## config.mk

```make
export PLATFORM = sky130hd
export DESIGN_NAME = ternary_word_unit
export DESIGN_NICKNAME = d
export VERILOG_FILES = /design/src/rtl/ternary_pkg.sv /design/src/rtl/ternary_trit_alu.sv /design/src/rtl/ternary_word_unit.sv
export SDC_FILE = /design/constraint.sdc
export NUM_CORES = 1
export LEC_CHECK = 0
export ABC_AREA = 0
export CORE_ASPECT_RATIO = 1.5
export CORE_MARGIN = 5
export CORE_UTILIZATION = 30
export DETAILED_ROUTE_END_ITERATION = 6
export RECOVER_POWER = 25
export SLEW_MARGIN = 10
export SYNTH_ARGS = -nofsm -noshare
export SYNTH_HDL_FRONTEND = slang
export SYNTH_HIERARCHICAL = 1
export SYNTH_SLANG_ARGS = --single-unit
```

## constraint.sdc

```tcl
create_clock -name clk -period 3.6 [get_ports clk]
set_input_delay 0.36 -clock clk [delete_from_list [all_inputs] [get_ports clk]]
set_output_delay 0.36 -clock clk [all_outputs]
set_load 0.01 [all_outputs]
```

## src/rtl/ternary_pkg.sv

```systemverilog
// Shared types, trit constants, op codes and FSM states for the ternary word unit.
// TERNARY_ILLEGAL_CHECK_EN selects how the illegal code 11 is decoded.
package ternary_pkg;

    typedef logic [1:0] trit_t;

    localparam trit_t TRIT_0 = 2'b00;
    localparam trit_t TRIT_1 = 2'b01;
    localparam trit_t TRIT_2 = 2'b10;
    localparam trit_t TRIT_X = 2'b11;

    typedef enum logic [2:0] {
        OP_MAX  = 3'b000,
        OP_MIN  = 3'b001,
        OP_CONS = 3'b010,
        OP_ANY  = 3'b011,
        OP_ADD  = 3'b100
    } ternary_op_e;

    typedef enum logic [1:0] {
        ST_IDLE = 2'b00,
        ST_RUN  = 2'b01,
        ST_DONE = 2'b10
    } state_e;

    // Illegal trits are cleaned once at accept so the ALU only ever sees 0/1/2.
    function automatic trit_t norm_trit(input trit_t t);
`ifdef TERNARY_ILLEGAL_CHECK_EN
        return (t == TRIT_X) ? TRIT_0 : t;
`else
        return (t == TRIT_X) ? TRIT_2 : t;
`endif
    endfunction

    function automatic logic op_reserved(input logic [2:0] op);
        return op > OP_ADD;
    endfunction

endpackage

```

## src/rtl/ternary_trit_alu.sv

```systemverilog
// Combinational single-trit ALU: one result trit plus carry in/out (carry used by ADD only).
module ternary_trit_alu
    import ternary_pkg::*;
(
    input  logic [2:0] op,
    input  logic [1:0] a,
    input  logic [1:0] b,
    input  logic [1:0] c_in,
    output logic [1:0] y,
    output logic [1:0] c_out
);

    logic [2:0] sum;

    always_comb begin
        y     = TRIT_0;
        c_out = TRIT_0;
        sum   = '0;
        case (op)
            OP_MAX:  y = (a > b) ? a : b;
            OP_MIN:  y = (a < b) ? a : b;
            OP_CONS: y = (a == b) ? a : TRIT_1;
            OP_ANY: begin
                if (a == b)           y = a;
                else if (a == TRIT_1) y = b;
                else if (b == TRIT_1) y = a;
                else                  y = TRIT_1;
            end
            OP_ADD: begin
                sum = {1'b0, a} + {1'b0, b} + {1'b0, c_in};
                if (sum >= 3'd3) begin
                    y     = trit_t'(sum - 3'd3);
                    c_out = TRIT_1;
                end else begin
                    y = trit_t'(sum);
                end
            end
            default: ;
        endcase
    end

endmodule

```

## src/rtl/ternary_word_unit.sv

```systemverilog
// Trit-serial word ALU: TPC trits per RUN cycle, results shifted in LSB-first.
// Define TERNARY_ILLEGAL_CHECK_EN to flag 11 trits in out_err and treat them as 0.
module ternary_word_unit
    import ternary_pkg::*;
#(
    parameter int W   = 8,
    parameter int TPC = 1
) (
    input  logic             clk,
    input  logic             rst,
    input  logic             in_valid,
    output logic             in_ready,
    input  logic [2:0]       in_op,
    input  logic [2*W-1:0]   in_a,
    input  logic [2*W-1:0]   in_b,
    output logic             out_valid,
    input  logic             out_ready,
    output logic [2*W-1:0]   out_y,
    output logic [1:0]       out_carry,
    output logic             out_err
);

    localparam int N  = W / TPC;
    localparam int GW = (N > 1) ? $clog2(N) : 1;

    state_e           state_q, state_d;
    logic [2:0]       op_q, op_d;
    logic [2*W-1:0]   a_q, a_d, b_q, b_d, y_q, y_d;
    logic [GW-1:0]    grp_q, grp_d;
    trit_t            carry_q, carry_d;
    logic             err_q, err_d;

    logic             ready_int;
    logic             load;
    logic [2*TPC-1:0] grp_y;
    logic [2*TPC+1:0] chain;
    logic [2*W-1:0]   grp_y_ext;

    function automatic logic [2*W-1:0] norm_word(input logic [2*W-1:0] w);
        logic [2*W-1:0] r;
        for (int i = 0; i < W; i++) r[2*i +: 2] = norm_trit(w[2*i +: 2]);
        return r;
    endfunction

`ifdef TERNARY_ILLEGAL_CHECK_EN
    function automatic logic has_x(input logic [2*W-1:0] w);
        logic r;
        r = 1'b0;
        for (int i = 0; i < W; i++) r = r | (w[2*i +: 2] == TRIT_X);
        return r;
    endfunction
`endif

    // Carry enters at the low trit of the group and ripples upward.
    assign chain[1:0] = carry_q;
    for (genvar j = 0; j < TPC; j++) begin : g_alu
        ternary_trit_alu u_alu (
            .op    (op_q),
            .a     (a_q[2*j +: 2]),
            .b     (b_q[2*j +: 2]),
            .c_in  (chain[2*j +: 2]),
            .y     (grp_y[2*j +: 2]),
            .c_out (chain[2*(j+1) +: 2])
        );
    end

    assign ready_int = (state_q == ST_IDLE) || ((state_q == ST_DONE) && out_ready);

    always_comb begin
        state_d   = state_q;
        op_d      = op_q;
        a_d       = a_q;
        b_d       = b_q;
        y_d       = y_q;
        grp_d     = grp_q;
        carry_d   = carry_q;
        err_d     = err_q;
        load      = 1'b0;
        grp_y_ext = '0;
        grp_y_ext[2*TPC-1:0] = grp_y;
        case (state_q)
            ST_IDLE: load = in_valid;
            ST_RUN: begin
                a_d     = a_q >> (2 * TPC);
                b_d     = b_q >> (2 * TPC);
                y_d     = (y_q >> (2 * TPC)) | (grp_y_ext << (2 * (W - TPC)));
                carry_d = chain[2*TPC +: 2];
                if (grp_q == GW'(N - 1)) state_d = ST_DONE;
                else                     grp_d   = grp_q + 1'b1;
            end
            ST_DONE: begin
                if (out_ready) begin
                    state_d = ST_IDLE;
                    load    = in_valid;
                end
            end
            default: state_d = ST_IDLE;
        endcase
        if (load) begin
            state_d = ST_RUN;
            op_d    = in_op;
            a_d     = norm_word(in_a);
            b_d     = norm_word(in_b);
            y_d     = '0;
            grp_d   = '0;
            carry_d = TRIT_0;
`ifdef TERNARY_ILLEGAL_CHECK_EN
            err_d   = op_reserved(in_op) | has_x(in_a) | has_x(in_b);
`else
            err_d   = op_reserved(in_op);
`endif
        end
    end

    always_ff @(posedge clk or posedge rst) begin
        if (rst) begin
            state_q <= ST_IDLE;
            op_q    <= '0;
            a_q     <= '0;
            b_q     <= '0;
            y_q     <= '0;
            grp_q   <= '0;
            carry_q <= TRIT_0;
            err_q   <= 1'b0;
        end else begin
            state_q <= state_d;
            op_q    <= op_d;
            a_q     <= a_d;
            b_q     <= b_d;
            y_q     <= y_d;
            grp_q   <= grp_d;
            carry_q <= carry_d;
            err_q   <= err_d;
        end
    end

    assign in_ready  = !rst && ready_int;
    assign out_valid = (state_q == ST_DONE);
    assign out_y     = y_q;
    assign out_carry = carry_q;
    assign out_err   = err_q;

endmodule

```

## After elaboration in Yosys (flattened, before gate mapping)

Index checks and enable logic that the tools add are counted.

- Flip-flop bits (word level): 59
- Input port bits: 39
- Output and inout bits: 21
- Logic and storage cells: 99

- Add/subtract/negate cells: 4
- $lt $le $gt $ge: 4
- Equality and inequality tests: 30
- Multiplexer cells: 43
- Bitwise logic cells: 1
- Reduce and logical (&&, ||, !) cells: 9

Operators by type and width:

| kind | count |
|---|---|
| two-way mux 16 bit | 6 |
| two-way mux 2 bit | 29 |
| equality test 2 bit, second input constant | 17 |
| bitwise OR 14 x 16 -> 16 bit | 1 |
| case mux 2 bit (5 select lines) | 1 |
| two-way mux 3 bit | 3 |
| equality test 2 x 1 -> 1 bit, second input constant | 3 |
| equality test 3 x 2 -> 1 bit, second input constant | 2 |
| equality test 3 bit, second input constant | 2 |
| case mux 2 bit (3 select lines) | 1 |
| inequality test 2 bit, second input constant | 2 |
| adder 2 x 2 -> 3 bit | 1 |
| adder 3 x 1 -> 3 bit, second input constant | 1 |
| adder 3 x 2 -> 3 bit | 1 |
| equality test 3 x 1 -> 1 bit, second input constant | 1 |
| >= comparator 3 x 2 -> 1 bit, second input constant | 1 |
| > comparator 3 bit, second input constant | 1 |
| zero test 3 bit | 1 |
| inequality test 3 x 1 -> 1 bit, second input constant | 1 |
| inequality test 3 bit, second input constant | 1 |
| AND reduction 3 bit | 1 |
| equality test 2 bit | 1 |
| > comparator 2 bit | 1 |
| logical AND 1 bit | 2 |
| 9 further kinds | 10 |

## Longest topological paths before layout

- Depth after elaboration: 8
- Gate-level depth with buffers: 9
- Mapped depth without buffers: 9

## Modules after synthesis

Netlist, hierarchy kept.

Modules (own cells, without submodules):

| module | instances | cells an instance | area an instance (µm²) | sequential area each (µm²) |
|---|---|---|---|---|
| ternary_word_unit | 1 | 258 | 2815.2 | 1476.4 |
| ternary_trit_alu | 1 | 48 | 371.6 | 0.0 |

## Worst setup path before layout

Ideal clock, no wire load.

- Kind: reg2reg
- Start: reg a_q[1]
- End: reg y_q[14], in the netlist out_y[14]
- Arrival: 2239 ps
- Data required time: 3523 ps
- Path slack: 1283 ps
- Cell stages (with the launch flop): 10
- Path buffers: 0
- Clock period less this slack: 2317 ps
- Path through: dfrtp_1 -> fa_1 -> ha_1 -> ha_1 -> or3_1 -> nor2_1 -> o21bai_1 -> o311ai_1 -> nand2_1 -> a21oi_1

- Cells in the longest elaborated chain, start to end: 8

RTL lines:

| item | line | source |
|---|---|---|
| start, declared | ternary_word_unit.sv:28 | `logic [2*W-1:0] a_q, a_d, b_q, b_d, y_q, y_d;` |
| start signal, assigned | ternary_word_unit.sv:119 | `a_q <= '0;` |
| start signal, assigned | ternary_word_unit.sv:128 | `a_q <= a_d;` |
| adder 2 x 2 -> 3 bit | ternary_trit_alu.sv:30 | `sum = {1'b0, a} + {1'b0, b} + {1'b0, c_in};` |
| adder 3 x 2 -> 3 bit | ternary_trit_alu.sv:30 |  |
| >= comparator 3 x 2 -> 1 bit | ternary_trit_alu.sv:31 | `if (sum >= 3'd3) begin` |
| two-way mux 2 bit | ternary_trit_alu.sv:31 |  |
| case mux 2 bit (5 select lines) (*) | ternary_trit_alu.sv:19 | `case (op)` |
| named net grp_y[0] | ternary_word_unit.sv:35 | `logic [2*TPC-1:0] grp_y;` |
| bitwise OR 14 x 16 -> 16 bit (*) | ternary_word_unit.sv:86 | `y_d = (y_q >> (2 * TPC)) \| (grp_y_ext << (2 * (W - TPC)));` |
| two-way mux 16 bit (*) | ternary_word_unit.sv:81 | `case (state_q)` |
| two-way mux 16 bit (*) | ternary_word_unit.sv:99 | `if (load) begin` |
| end signal, assigned | ternary_word_unit.sv:130 | `y_q <= y_d;` |
| end, declared | ternary_word_unit.sv:28 |  |

The timed path passes the listed nets; every way through them passes the cells marked *. The select of a mux whose other input is x is not followed.
A chain may end at the register's enable or synchronous reset.

## Worst setup path after layout

Ends and elaborated chain as after synthesis.

==> metrics.md <==
| Metric | Value |
|---|---|
| Hold Startpoint | `grp_q[2]$_DFFE_PP0P_` |
| Largest area contributor in the netlist | `dfrtp_1` |
| R2R cell count | `9` |
| Fraction of layout cells with a size suffix above 1 | `14.5%` |
| Post-Syn Instances | `306` |
| Most frequent cells in the layout | `dfrtp_1, clkdlybuf4s50_1, nand2_1, mux2i_1, a21oi_1` |
| Root Buffer | `clkbuf_16` |
| DP Wirelength | `4960 µm` |
| Synth async-reset ratio | `100%` |
| RSZ-0062 raised after global routing | `false` |
| CTS tree | `built` |
| VDD IR max | `303 µV` |
| Met2 GRT Util | `20.8%` |
| Finished Core Util | `39.2%` |
| Vias in the first global route | `2,541` |
| Kind of critical path | `register to register` |
| Num CTS Buffers | `9` |
| Hold Path End | `grp_q[2]$_DFFE_PP0P_` |
| Worst path required time | `3.84 ns` |
| Final WL | `7060 µm` |
| Minimum clock period | `2.50 ns` |
| Largest net degree at the start of global routing | `60` |
| Seq/Total Area, Yosys | `46.3%` |
| Cts hold-fix bufs | `0` |
| Starting DRT DRC Count | `87` |
| Max Root-Sink Buffers | `2` |
| Core box area | `10,500 µm²` |
| Routed vias | `2,372` |
| Syn Std Cell Area | `3190 µm²` |
| GR Util met3 | `2.77%` |
| Max-cap violations | `0` |
| Total Nets Final | `405` |
| Drt first pass iters | `4` |
| Synth Net Count | `355` |
| Hold crit path type | `register to register` |
| Reg clk slew, reported paths | `0.05 ns` |
| Fmax | `400 MHz` |
| Worst setup SP type | `register` |
| Worst-margin pin slew | `1.46 ns` |
| Period utilisation layout | `69.4%` |
| Post-synth top area share | `46.3%` |
| Number of synthesized flops with an enable pin | `0` |
| First-pass GRT wire length | `12,000 µm` |
| Avg Cell Area, Syn | `10.4 µm²` |
| Setup_tns | `0 ns` |
| H-tree depth | `3` |
| # setup viols final | `0` |
| Fin. Hold Viols | `0` |
| GRT met1 Usage | `13.9%` |
| Avg WL per Cell | `14.0 µm` |
| RR Endpoint | `out_y[14]$_DFFE_PP0P_` |
| PD cells | `889 nW/µm²` |
| Synth top area cells | `dfrtp_1, mux2i_1, o21ai_2` |
| Routability cong. | `0.765` |
| Drt drc | `0` |
| Synth unique cells | `42` |
| Initial Util | `30.4%` |
| CP max FO | `7` |
| Reg2Reg Setup Slack | `1.10 ns` |
| Setup crit end kind | `register` |
| PostCTS Resize Cnt | `0` |
| N_diodes | `0` |
| Post-CTS repair timing setup buffer count | `0` |
| Leak | `1.75 nW` |
| Most common cell after layout, fill and taps aside | `dfrtp_1` |
| #FFs+latches synth | `59` |
| Die W | `94.2 µm` |
| Grt peak-use layer | `met2` |
| CTS sink count | `59` |
| Status | `finished, final reports clean` |
| Die Footprint | `12,800 µm²` |
| Max-slew violations | `0` |
| Clk Latency, worst-skew pair | `0.32 ns` |
| Yosys warns | `6` |
| Remaining Overflow, GRT | `0` |
| Row count | `46` |
| Hold path depth | `1` |
| Total GRT Usage | `12.1%` |
| Vias per cell | `4.72` |
| Die Y | `136 µm` |
| Slew HR | `2.67%` |
| Worst r2r src | `a_q[1]$_DFFE_PP0P_` |
| Setup Skew | `0.00647 ns` |
| DRT antenna net count | `0` |
| IO Port Bufs | `59` |
| IO Count | `60` |
| Main synth FF type | `dfrtp_1` |
| Worst EP arrival | `2.74 ns` |
| Initial antenna violation count | `0` |
| Synth-to-Final Area Change | `28.8%` |
==> where the power goes <==
| group | total, mW | switching, mW | internal, mW | leakage, nW |
|---|---|---|---|---|
| sequential | 1.18 | 0.237 | 0.942 | 0.771 |
| combinational | 1.66 | 0.853 | 0.802 | 0.834 |
| clock | 0.815 | 0.272 | 0.543 | 0.141 |
| total | 3.65 | 1.36 | 2.29 | 1.75 |
==> critical path, stage by stage (launching register included) <==
cell and delay (ns):
dfrtp_1 0.48, fa_1 0.51, ha_1 0.35, ha_1 0.23
or3_1 0.38, nor2_1 0.12, o21bai_1 0.08, o311ai_1 0.09
nand2_1 0.08, a21oi_1 0.12
==> sequential cells by signal, indices dropped and copies added (netlist names) <==
name,count
a_q,16
b_q,16
grp_q,3
op_q,3
out_carry,2
out_err,1
out_y,16
state_q,2
==> cells by family (layout without fill, tap and decap cells) <==
group                    count (synthesis)  in the layout  synth area share (%)
flip-flops                              59             59                  46.3
AND/OR/NAND/NOR                         93             93                  15.9
XOR/XNOR                                 1              1                 0.275
buffers and inverters                   36             89                  6.91
adder cells (fa/ha/maj)                 10             10                  4.40
multiplexers                            34             34                  11.1
other                                    1              1                 0.118
AO/OA/AOI/OAI                           72             72                  15.0
==> layer usage <==
metal	part of all wire, %	wire [µm]	vias to the layer above
li1	-	-	1174
met1	42	2940	1140
met2	52	3700	48
met3	3.8	269	10
met4	2.1	149	0
met5	0	0	-
==> cell type report <==
| cell class | count | area (µm²) |
|---|---|---|
| fill | 1070 | 6370 |
| multi-input combinational | 211 | 1500 |
| sequential | 59 | 1480 |
| timing repair buffer | 64 | 626 |
| clock buffer | 11 | 243 |
| tap | 144 | 180 |
| inverter | 11 | 41.3 |
| clock inverter | 3 | 40.0 |
==> per-stage QoR <==
stage                     hold slack (ns)  std cells  cell area, µm²  setup slack, ns  total power [mW]
final                               0.510        503            4100             1.10              3.65
after floorplan                     0.470        306            3190             1.28              2.43
after global routing                0.541        503            4100             1.02              3.94
after CTS                           0.513        503            4110             1.11              3.71
after global placement              0.490        489            3820             1.19              2.82
after detailed placement            0.497        489            3820             1.12              2.87
==> how the worst max path moves through the flow <==
stage	startpoint	end	slack, ns	depth (start not counted)
5_1_grt	a_q[1]$_DFFE_PP0P_	out_y[14]$_DFFE_PP0P_	1.02	9
3_3_place_gp	a_q[1]$_DFFE_PP0P_	out_y[15]$_DFFE_PP0P_	1.19	8
4_1_cts	a_q[1]$_DFFE_PP0P_	out_y[14]$_DFFE_PP0P_	1.11	9
6_report	a_q[1]$_DFFE_PP0P_	out_y[14]$_DFFE_PP0P_	1.10	9
3_5_place_dp	a_q[1]$_DFFE_PP0P_	out_y[14]$_DFFE_PP0P_	1.12	9
2_1_floorplan	a_q[1]$_DFFE_PP0P_	out_y[14]$_DFFE_PP0P_	1.28	9
==> synth_stat cells, types with 2 or more instances <==
| master | count |
|---|---|
| o211ai_1 | 2 |
| mux2_2 | 2 |
| buf_2 | 5 |
| mux2_4 | 2 |
| nand2_1 | 43 |
| buf_4 | 7 |
| clkbuf_1 | 6 |
| nand2b_1 | 2 |
| nand3_1 | 16 |
| a22o_1 | 3 |
| o21ai_0 | 3 |
| o21ai_1 | 15 |
| inv_1 | 10 |
| ha_1 | 8 |
| o21ai_2 | 19 |
| buf_6 | 7 |
| nor2b_1 | 3 |
| mux2i_1 | 30 |
| dfrtp_1 | 59 |
| nor2_1 | 6 |
| nand4b_1 | 16 |
| a21oi_1 | 21 |
| fa_1 | 2 |
(Power assumes the default switching activity.)
